`config.mk`:
```
export PLATFORM = sky130hd
export DESIGN_NAME = viterbi_decoder_flat
export DESIGN_NICKNAME = d
export VERILOG_FILES = /design/src/rtl/viterbi_decoder_if.sv /design/src/rtl/viterbi_decoder.sv /design/src/flat_wrapper.sv
export SDC_FILE = /design/constraint.sdc
export NUM_CORES = 2
export LEC_CHECK = 0
export CAP_MARGIN = 40
export CORE_ASPECT_RATIO = 0.7
export CORE_MARGIN = 2
export CORE_UTILIZATION = 60
export DETAILED_ROUTE_END_ITERATION = 16
export GPL_TIMING_DRIVEN = 0
export PLACE_DENSITY = 0.95
export SLEW_MARGIN = 25
export SYNTH_ARGS = -nofsm -noshare
export SYNTH_HDL_FRONTEND = slang
export SYNTH_SLANG_ARGS = --single-unit
```
`constraint.sdc`:
```
create_clock -name clk -period 34.2 [get_ports clk]
set_input_delay 6.84 -clock clk [delete_from_list [all_inputs] [get_ports clk]]
set_output_delay 6.84 -clock clk [all_outputs]
set_load 0.05 [all_outputs]
```
`src/rtl/viterbi_decoder_if.sv`:
```
// Bus bundle for viterbi_decoder.
//   start/length      : run request and requested sequence length
//   obs_in/obs_valid  : streamed observation symbols, one per cycle
//   logC/logA/logB    : HMM log-domain parameters, held stable during a run
//   path/done         : decoded state sequence and result-valid flag
// master drives the request side; slave is the decoder.
interface viterbi_decoder_if #(
  parameter int I = 3,
  parameter int K = 3,
  parameter int N = 5,
  parameter int W = 20
);
  localparam int SW = (I > 1) ? $clog2(I) : 1;
  localparam int OW = (K > 1) ? $clog2(K) : 1;
  localparam int LW = $clog2(N + 1);

  logic                start;
  logic [LW-1:0]       length;
  logic [OW-1:0]       obs_in;
  logic                obs_valid;
  logic signed [W-1:0] logC [I];
  logic signed [W-1:0] logA [I][I];
  logic signed [W-1:0] logB [I][K];
  logic [SW-1:0]       path [N];
  logic                done;

  modport master (
    output start, length, obs_in, obs_valid, logC, logA, logB,
    input  path, done
  );

  modport slave (
    input  start, length, obs_in, obs_valid, logC, logA, logB,
    output path, done
  );
endinterface

```
`src/rtl/viterbi_decoder.sv`:
```
// Log-domain Viterbi decoder for an I-state, K-symbol HMM.
// Consumes up to N observations (one per cycle), runs add-compare-select
// over all states in parallel, then traces back one state per cycle.
//   clk  : rising-edge clock
//   rst  : synchronous active-high reset
//   bus  : viterbi_decoder_if.slave (start/length, obs stream, HMM
//          parameters in; registered path/done out)
module viterbi_decoder #(
  parameter int I = 3,
  parameter int K = 3,
  parameter int N = 5,
  parameter int W = 20
) (
  input logic               clk,
  input logic               rst,
  viterbi_decoder_if.slave  bus
);
  localparam int SW = (I > 1) ? $clog2(I) : 1;
  localparam int LW = $clog2(N + 1);
  localparam int AW = W + $clog2(2 * N + 1);

  typedef enum logic [1:0] {IDLE, RUN, TRACE, DONE} state_t;

  state_t               state_q, state_d;
  logic [LW-1:0]        len_q, len_d;
  logic [LW-1:0]        t_q, t_d;
  logic [SW-1:0]        s_q, s_d;
  logic                 done_q, done_d;
  logic signed [AW-1:0] delta_q [I];
  logic signed [AW-1:0] delta_d [I];
  logic [SW-1:0]        bp_q [N][I];
  logic [SW-1:0]        bp_d [N][I];
  logic [SW-1:0]        path_q [N];
  logic [SW-1:0]        path_d [N];

  logic signed [AW-1:0] acs_delta [I];
  logic [SW-1:0]        acs_bp [I];
  logic [SW-1:0]        best_s;
  logic [LW-1:0]        len_clamp;
  logic [LW-1:0]        trace_idx;
  logic [SW-1:0]        trace_s;

  function automatic logic signed [AW-1:0] sext(input logic signed [W-1:0] v);
    return {{(AW - W){v[W-1]}}, v};
  endfunction

  // Add-compare-select for every destination state; strict '>' keeps the
  // lowest predecessor index on ties. At t = 0 the initial scores replace
  // the transition term.
  always_comb begin
    logic signed [AW-1:0] best;
    logic signed [AW-1:0] cand;
    for (int unsigned j = 0; j < I; j++) begin
      best      = delta_q[0] + sext(bus.logA[0][j]);
      acs_bp[j] = '0;
      for (int unsigned i = 1; i < I; i++) begin
        cand = delta_q[i] + sext(bus.logA[i][j]);
        if (cand > best) begin
          best      = cand;
          acs_bp[j] = SW'(i);
        end
      end
      if (t_q == '0) begin
        best = sext(bus.logC[j]);
      end
      acs_delta[j] = best + sext(bus.logB[j][bus.obs_in]);
    end
  end

  // Final argmax over delta, lowest index on ties.
  always_comb begin
    logic signed [AW-1:0] top;
    top    = delta_q[0];
    best_s = '0;
    for (int unsigned i = 1; i < I; i++) begin
      if (delta_q[i] > top) begin
        top    = delta_q[i];
        best_s = SW'(i);
      end
    end
  end

  assign len_clamp = (bus.length > LW'(N)) ? LW'(N) : bus.length;

  // On TRACE entry t_q == len_q, so every trace cycle writes path[t_q-1]:
  // the first from the argmax, later ones by following bp[t_q][s_q].
  assign trace_idx = t_q - LW'(1);
  assign trace_s   = (t_q == len_q) ? best_s : bp_q[t_q][s_q];

  always_comb begin
    state_d = state_q;
    len_d   = len_q;
    t_d     = t_q;
    s_d     = s_q;
    done_d  = 1'b0;
    delta_d = delta_q;
    bp_d    = bp_q;
    path_d  = path_q;
    unique case (state_q)
      IDLE, DONE: begin
        done_d = (state_q == DONE);
        if (bus.start) begin
          len_d  = len_clamp;
          t_d    = '0;
          done_d = 1'b0;
          for (int unsigned n = 0; n < N; n++) begin
            path_d[n] = '0;
          end
          state_d = (len_clamp == '0) ? DONE : RUN;
        end
      end
      RUN: begin
        if (bus.obs_valid) begin
          delta_d   = acs_delta;
          bp_d[t_q] = acs_bp;
          t_d       = t_q + LW'(1);
          if (t_q == len_q - LW'(1)) begin
            state_d = TRACE;
          end
        end
      end
      TRACE: begin
        path_d[trace_idx] = trace_s;
        s_d               = trace_s;
        t_d               = trace_idx;
        if (trace_idx == '0) begin
          state_d = DONE;
        end
      end
      default: state_d = IDLE;
    endcase
  end

  always_ff @(posedge clk) begin
    if (rst) begin
      state_q <= IDLE;
      len_q   <= '0;
      t_q     <= '0;
      s_q     <= '0;
      done_q  <= 1'b0;
      for (int unsigned i = 0; i < I; i++) begin
        delta_q[i] <= '0;
      end
      for (int unsigned n = 0; n < N; n++) begin
        path_q[n] <= '0;
        for (int unsigned i = 0; i < I; i++) begin
          bp_q[n][i] <= '0;
        end
      end
    end else begin
      state_q <= state_d;
      len_q   <= len_d;
      t_q     <= t_d;
      s_q     <= s_d;
      done_q  <= done_d;
      delta_q <= delta_d;
      bp_q    <= bp_d;
      path_q  <= path_d;
    end
  end

  assign bus.path = path_q;
  assign bus.done = done_q;
endmodule

```
`src/flat_wrapper.sv`:
```
// flat-port wrapper written by rule: the top's interface ports become plain ports
module viterbi_decoder_flat 
#(
  parameter int I = 3,
  parameter int K = 3,
  parameter int N = 5,
  parameter int W = 20
)
  (clk, rst, bus_start, bus_length, bus_obs_in, bus_obs_valid, bus_logC, bus_logA, bus_logB, bus_path, bus_done);
  viterbi_decoder_if #(.I(I), .K(K), .N(N), .W(W)) bus_i ();
  input logic clk;
  input logic rst;
  input wire logic [$bits(bus_i.start)-1:0] bus_start;
  input wire logic [$bits(bus_i.length)-1:0] bus_length;
  input wire logic [$bits(bus_i.obs_in)-1:0] bus_obs_in;
  input wire logic [$bits(bus_i.obs_valid)-1:0] bus_obs_valid;
  input wire logic [$bits(bus_i.logC)-1:0] bus_logC;
  input wire logic [$bits(bus_i.logA)-1:0] bus_logA;
  input wire logic [$bits(bus_i.logB)-1:0] bus_logB;
  output wire logic [$bits(bus_i.path)-1:0] bus_path;
  output wire logic [$bits(bus_i.done)-1:0] bus_done;
  assign bus_i.start = bus_start;
  assign bus_i.length = bus_length;
  assign bus_i.obs_in = bus_obs_in;
  assign bus_i.obs_valid = bus_obs_valid;
  assign bus_i.logC = {>>{bus_logC}};
  assign bus_i.logA = {>>{bus_logA}};
  assign bus_i.logB = {>>{bus_logB}};
  assign bus_path = {>>{bus_i.path}};
  assign bus_done = bus_i.done;
  viterbi_decoder #(.I(I), .K(K), .N(N), .W(W)) u_core (.clk(clk), .rst(rst), .bus(bus_i));
endmodule
```
* Word-level counts from Yosys, hierarchy flattened *
Index checks and enable logic that the tools add are counted.

word-level totals
  input bits = 429
  flip-flop bits (word level) = 123
  output and inout bits = 11
  logic and storage cells = 138

cells by class
  muxes and demuxes = 52
  magnitude comparators = 15
  add/subtract/negate cells = 15
  equal/unequal tests = 9
  bitwise gates (word level) = 5
  reductions and logical operators = 14

operator list
  cell                                                                  number
  24-bit by 20-bit adder with 24-bit output                             12
  24-bit two-way mux                                                    10
  24-bit greater-than comparator                                        8
  20-bit binary-select mux with 2-bit select                            3
  20-bit two-way mux                                                    6
  30-bit bitwise mux                                                    1
  2-bit two-way mux                                                     13
  10-bit case mux with 2 select lines                                   1
  6-bit binary-select mux with 3-bit select                             1
  6-bit demux with 3-bit select                                         1
  6-bit two-way mux                                                     3
  10-bit bitwise mux                                                    1
  10-bit two-way mux                                                    1
  3-bit zero test                                                       3
  3-bit two-way mux                                                     3
  3-bit case mux with 3 select lines                                    1
  4-bit >= comparator, second input constant                            2
  4-bit by 1-bit < comparator with 1-bit output, second input constant  2
  3-bit NOT with 4-bit output                                           2
  2-bit AND reduction                                                   4
  2-bit demux with 3-bit select                                         1
  3-bit == test                                                         2
  3-bit >= comparator, second input constant                            2
  2-bit NOT with 3-bit output                                           2
  17 further kinds                                                      25

* Longest topological paths before layout *
  word-level depth = 10
  gate-level depth with buffers = 59
  gate-level depth less buffers = 55

* Worst setup path before layout *
Ideal clock, no wire load.

  path kind = in2reg
  start point = input port bus_logA[160]
  end point = register u_core.delta_q[70] (netlist name)
  buffers on the path = 4
  setup time = 0.074 ns
  setup slack = 17.513 ns
  arrival time = 16.613 ns
  stages = 59
  required time = 34.126 ns
  cell sequence = ha_1 -> inv_1 -> fa_1 -> nor2b_1 -> o21a_1 -> o21ai_0 -> a21oi_1 -> o21ai_0 -> a211oi_1 -> o211a_1 -> o41ai_1 -> o21bai_1 -> a21o_1 -> xor2_1 -> inv_1 -> ha_1 -> nand4_1 -> inv_1 -> (+23 left out) -> mux2i_1 -> a21oi_1 -> ha_1 -> inv_1 -> fa_1 -> nor2b_1 -> o21ai_0 -> a21boi_0 -> o21ai_0 -> a21oi_1 -> o21ai_0 -> a2111oi_0 -> nor2_1 -> a31oi_1 -> o41a_1 -> a221oi_1 -> xor2_1 -> o21ai_0

between the ends
  longest elaborated chain between the ends = 7

ends and longest elaborated chain
  what                                           line                    RTL
  from (decl)                                    flat_wrapper.sv:18      input wire logic [$bits(bus_i.logA)-1:0] bus_logA;
  24-bit by 20-bit adder with 24-bit output (*)  viterbi_decoder.sv:54   best = delta_q[0] + sext(bus.logA[0][j]);
  24-bit greater-than comparator                 viterbi_decoder.sv:58   if (cand > best) begin
  24-bit two-way mux (*)                         viterbi_decoder.sv:58
  24-bit greater-than comparator                 viterbi_decoder.sv:58
  24-bit two-way mux (*)                         viterbi_decoder.sv:58
  24-bit two-way mux (*)                         viterbi_decoder.sv:63   if (t_q == '0) begin
  24-bit by 20-bit adder with 24-bit output (*)  viterbi_decoder.sv:66   acs_delta[j] = best + sext(bus.logB[j][bus.obs_in]);
  to (signal assigned)                           viterbi_decoder.sv:156  delta_q <= delta_d;
  to (decl)                                      viterbi_decoder.sv:29   logic signed [AW-1:0] delta_q [I];

Mark *: on every way between the ends. The rest lies on a longest branch, timed or not.
A chain may end at the register's enable or synchronous reset.

* Worst setup path after layout *
  start point = input port bus_logA[100]
  end point = register u_core.delta_q[70] (netlist name)

between the ends
  longest elaborated chain between the ends = 7

ends and longest elaborated chain
  what                                           line                   RTL
  24-bit by 20-bit adder with 24-bit output (*)  viterbi_decoder.sv:57  cand = delta_q[i] + sext(bus.logA[i][j]);
  24-bit greater-than comparator                 viterbi_decoder.sv:58
  24-bit two-way mux (*)                         viterbi_decoder.sv:58
  24-bit greater-than comparator                 viterbi_decoder.sv:58
  24-bit two-way mux (*)                         viterbi_decoder.sv:58
  24-bit two-way mux (*)                         viterbi_decoder.sv:63
  24-bit by 20-bit adder with 24-bit output (*)  viterbi_decoder.sv:66

Marked as above.

==> flow_summary.json <==
{
  "finalCriticalPeriod_ns": 20.06,
  "drv_slew": 0,
  "worstSetupEndpointType": "flop",
  "grt_pass1_wl_um": 159000,
  "cts_tree": "built",
  "gr-total-overflow": 0,
  "synth_edf_count": 0,
  "dp_slack_ns": 14.69,
  "start_kind": "primary input",
  "synth_adder_area_share_pct": 24.3,
  "synth_top_area_share_pct": 23.3,
  "num_rows": 63,
  "hold_viol_final": 0,
  "p_per_area_nw_per_um2": 92.6,
  "clock-sinks": 123,
  "multi_input_area_um2": 22000,
  "peakVddDrop_v": 0.0000730,
  "post-cts-setup-buffer-count": 0,
  "rsz0062_at_grt": "no",
  "start_util_pct": 60.7,
  "finalCritPeriodShare_pct": 58.6,
  "hp-class": "flop to flop",
  "worstSkewPairLatency_ns": 0.46,
  "path_common_cell": "a21oi_1",
  "grt_antenna_before_repair": 6,
  "cts_root_buffer": "clkbuf_16",
  "dieArea_um2": 44400,
  "grt_max_degree": 17,
  "gp_congestion": 1.05,
  "status": "finished clean",
  "numCtsBuffers": 17,
  "synth_area_leaders": "ha_1 23%, dfxtp_1 9.6%, mux2i_1 6.9%, a21oi_1 6.8%, xnor2_1 5.7%",
  "worst_slack_ns": 14.14,
  "ys.flop_type": "dfxtp_1",
  "wirelength_um": 109000,
  "muxShareOfSynthArea_pct": 7.74,
  "fin_worst_skew_ns": 0.0158,
  "dp_cells": 4465,
  "syn_nets": 4378,
  "cap_violations": 0,
  "drt_pass1_iterations": 9,
  "grt_use_total_pct": 47.1,
  "cts_max_level": 4,
  "slowest_delay_ns": 0.65,
  "drt_iter0_drc": 4017,
  "fillerInstances": 3200,
  "wl_per_cell_um": 24.2,
  "arrival_ns": 20.38,
  "post_cts_resized": 0,
  "synth-seq-cells": 123,
  "tns_ns": 0,
  "die_width_um": 251,
  "final_cells": 4513,
  "drive_above_1_share_pct": 3.04,
  "ff_latch_area_um2": 2460,
  "hpwl_um": 87500,
  "core_area_um2": 42300,
  "setup_viol": 0,
  "synth-xor-area-share_pct": 8.25,
  "critical_path_peak_fanout": 10,
  "synth_top_area_cell": "ha_1",
  "synth-async-reset-ratio_pct": 0,
  "route.antenna.remaining_nets": 0,
  "ys_types": 84,
  "syn_area_um2": 25700,
  "tightestPinTransition_ns": 0.980,
  "path_clk_slew_ns": 0.07,
  "io_buffer_count": 438,
  "required_ns": 34.52,
  "synth_top_family_by_area": "compound AO/OA/AOI/OAI gates",
  "yosys.area_share.simple_pct": 18.9,
  "crit_slowest_cell": "a2111oi_0",
  "die_h_um": 177,
  "whs_ns": 0.470,
  "synth-compound-area-share_pct": 26.7,
  "first_global_vias": 27600,
  "max-slew-margin-rel_pct": 34.0,
  "ios": 440,
  "syn_avg_cell_area_um2": 7.41,
  "ys.warnings.count": 0,
  "clockBufferDepth": 2,
  "fmax_mhz": 49.9,
  "fin_nets": 4858,
  "via_per_inst": 6.63,
  "vias": 29900,
  "areaGrowthSynthToFinish_pct": 23.2,
  "postSynthCellCount": 3460,
  "yosysSeqAreaShare_pct": 9.60,
  "power_leakage_nw": 14.9,
  "crit_type": "primary input to flop",
  "postCtsHoldBufs": 0,
  "drc": 0
}
## sequential cells by signal, indices dropped and copies added (netlist names)
name,count
u_core.bp_q,30
u_core.bus.path,10
u_core.delta_q,72
u_core.t_q,3
u_core.len_q,3
u_core.state_q,2
u_core.bus.done,1
u_core.s_q,2
## final cells by class
class	count	share of cell area, %
multi-input combinational	3041	69.7
clock inverter	13	0.416
buffer	104	1.47
antenna	8	0.0633
clock buffer	19	1.43
sequential	123	7.79
inverter	192	2.28
timing repair buffer	461	14.7
tap	552	2.18
## layer usage
layer | vias to the layer above | part of all wire (%) | global-route usage, %
li1 | 13600 | - | -
met1 | 13500 | 37 | 58.2
met2 | 2230 | 39 | 69.0
met3 | 532 | 16 | 16.6
met4 | 4 | 7.8 | 31.7
met5 | - | 0.027 | 0
## synth_stat cells (all sizes together), types with 79 or more instances
| cell | instances |
|---|---|
| mux2i | 177 |
| nor3 | 85 |
| dfxtp | 123 |
| o21ai | 261 |
| o21a | 82 |
| inv | 192 |
| ha | 477 |
| a21o | 163 |
| a21oi | 347 |
| nand2 | 297 |
| xnor2 | 167 |
| clkbuf | 79 |
| nor2 | 284 |
## stage by stage
| step | area (um^2) | total power [mW] | utilization [%] |
|---|---|---|---|
| after floorplan | 25700 | 1.88 | - |
| after global placement | 30700 | 2.52 | 72.7 |
| after detailed placement | 30900 | 2.58 | 73.2 |
| after CTS | 31500 | 2.78 | 74.6 |
| after global routing | 31600 | 3.08 | 74.8 |
| final | 31600 | 2.93 | 74.8 |
## logic make-up after synthesis
logic type | Yosys count
buffers and inverters | 296
adder cells (fa/ha/maj) | 491
XOR/XNOR | 240
multiplexers | 193
AO/OA/AOI/OAI | 1093
AND/OR/NAND/NOR | 1024
flip-flops | 123
## critical path: cells and delay by family
kind                     cells  cell delay (ns)
AO/OA/AOI/OAI               28             6.55
XOR/XNOR                     2             0.45
adder cells (fa/ha/maj)      7             2.19
buffers and inverters        9             1.98
multiplexers                 4             1.25
AND/OR/NAND/NOR              8             1.10
## where the power goes
group | total (mW) | switching [mW] | internal (mW) | leakage, nW
Clock | 0.188 | 0.0823 | 0.106 | 0.284
Combinational | 2.48 | 1.50 | 0.977 | 13.6
Sequential | 0.263 | 0.0957 | 0.167 | 0.996
Total | 2.93 | 1.68 | 1.25 | 14.9
## cells in the final DEF (no fill, tap or decap), drive strengths merged, types with 63 or more instances in the layout
cell type,count
ha,477
nor2,284
a21o,163
dfxtp,123
inv,199
o21a,82
xor2,72
clkbuf,98
clkdlybuf4s50,438
nand3,68
mux2i,177
nor3,85
nand2b,63
nand2,297
xnor2,167
o21ai,261
a21oi,347
## path summary, 6_finish.rpt
path / end / cells past startpoint / from / slack, ns
hold reg to reg: u_core.bus.path[6]$_SDFFE_PP0P_ / 2 / u_core.bus.path[6]$_SDFFE_PP0P_ / 0.47
setup / recovery: u_core.delta_q[70]$_SDFFE_PP0P_ / 58 / bus_logA[100] / 14.14
hold / removal: u_core.bus.path[6]$_SDFFE_PP0P_ / 2 / u_core.bus.path[6]$_SDFFE_PP0P_ / 0.47
setup reg to reg: u_core.delta_q[70]$_SDFFE_PP0P_ / 56 / u_core.delta_q[25]$_SDFFE_PP0P_ / 20.04
Note: power is estimated with default switching activity, not from simulation.
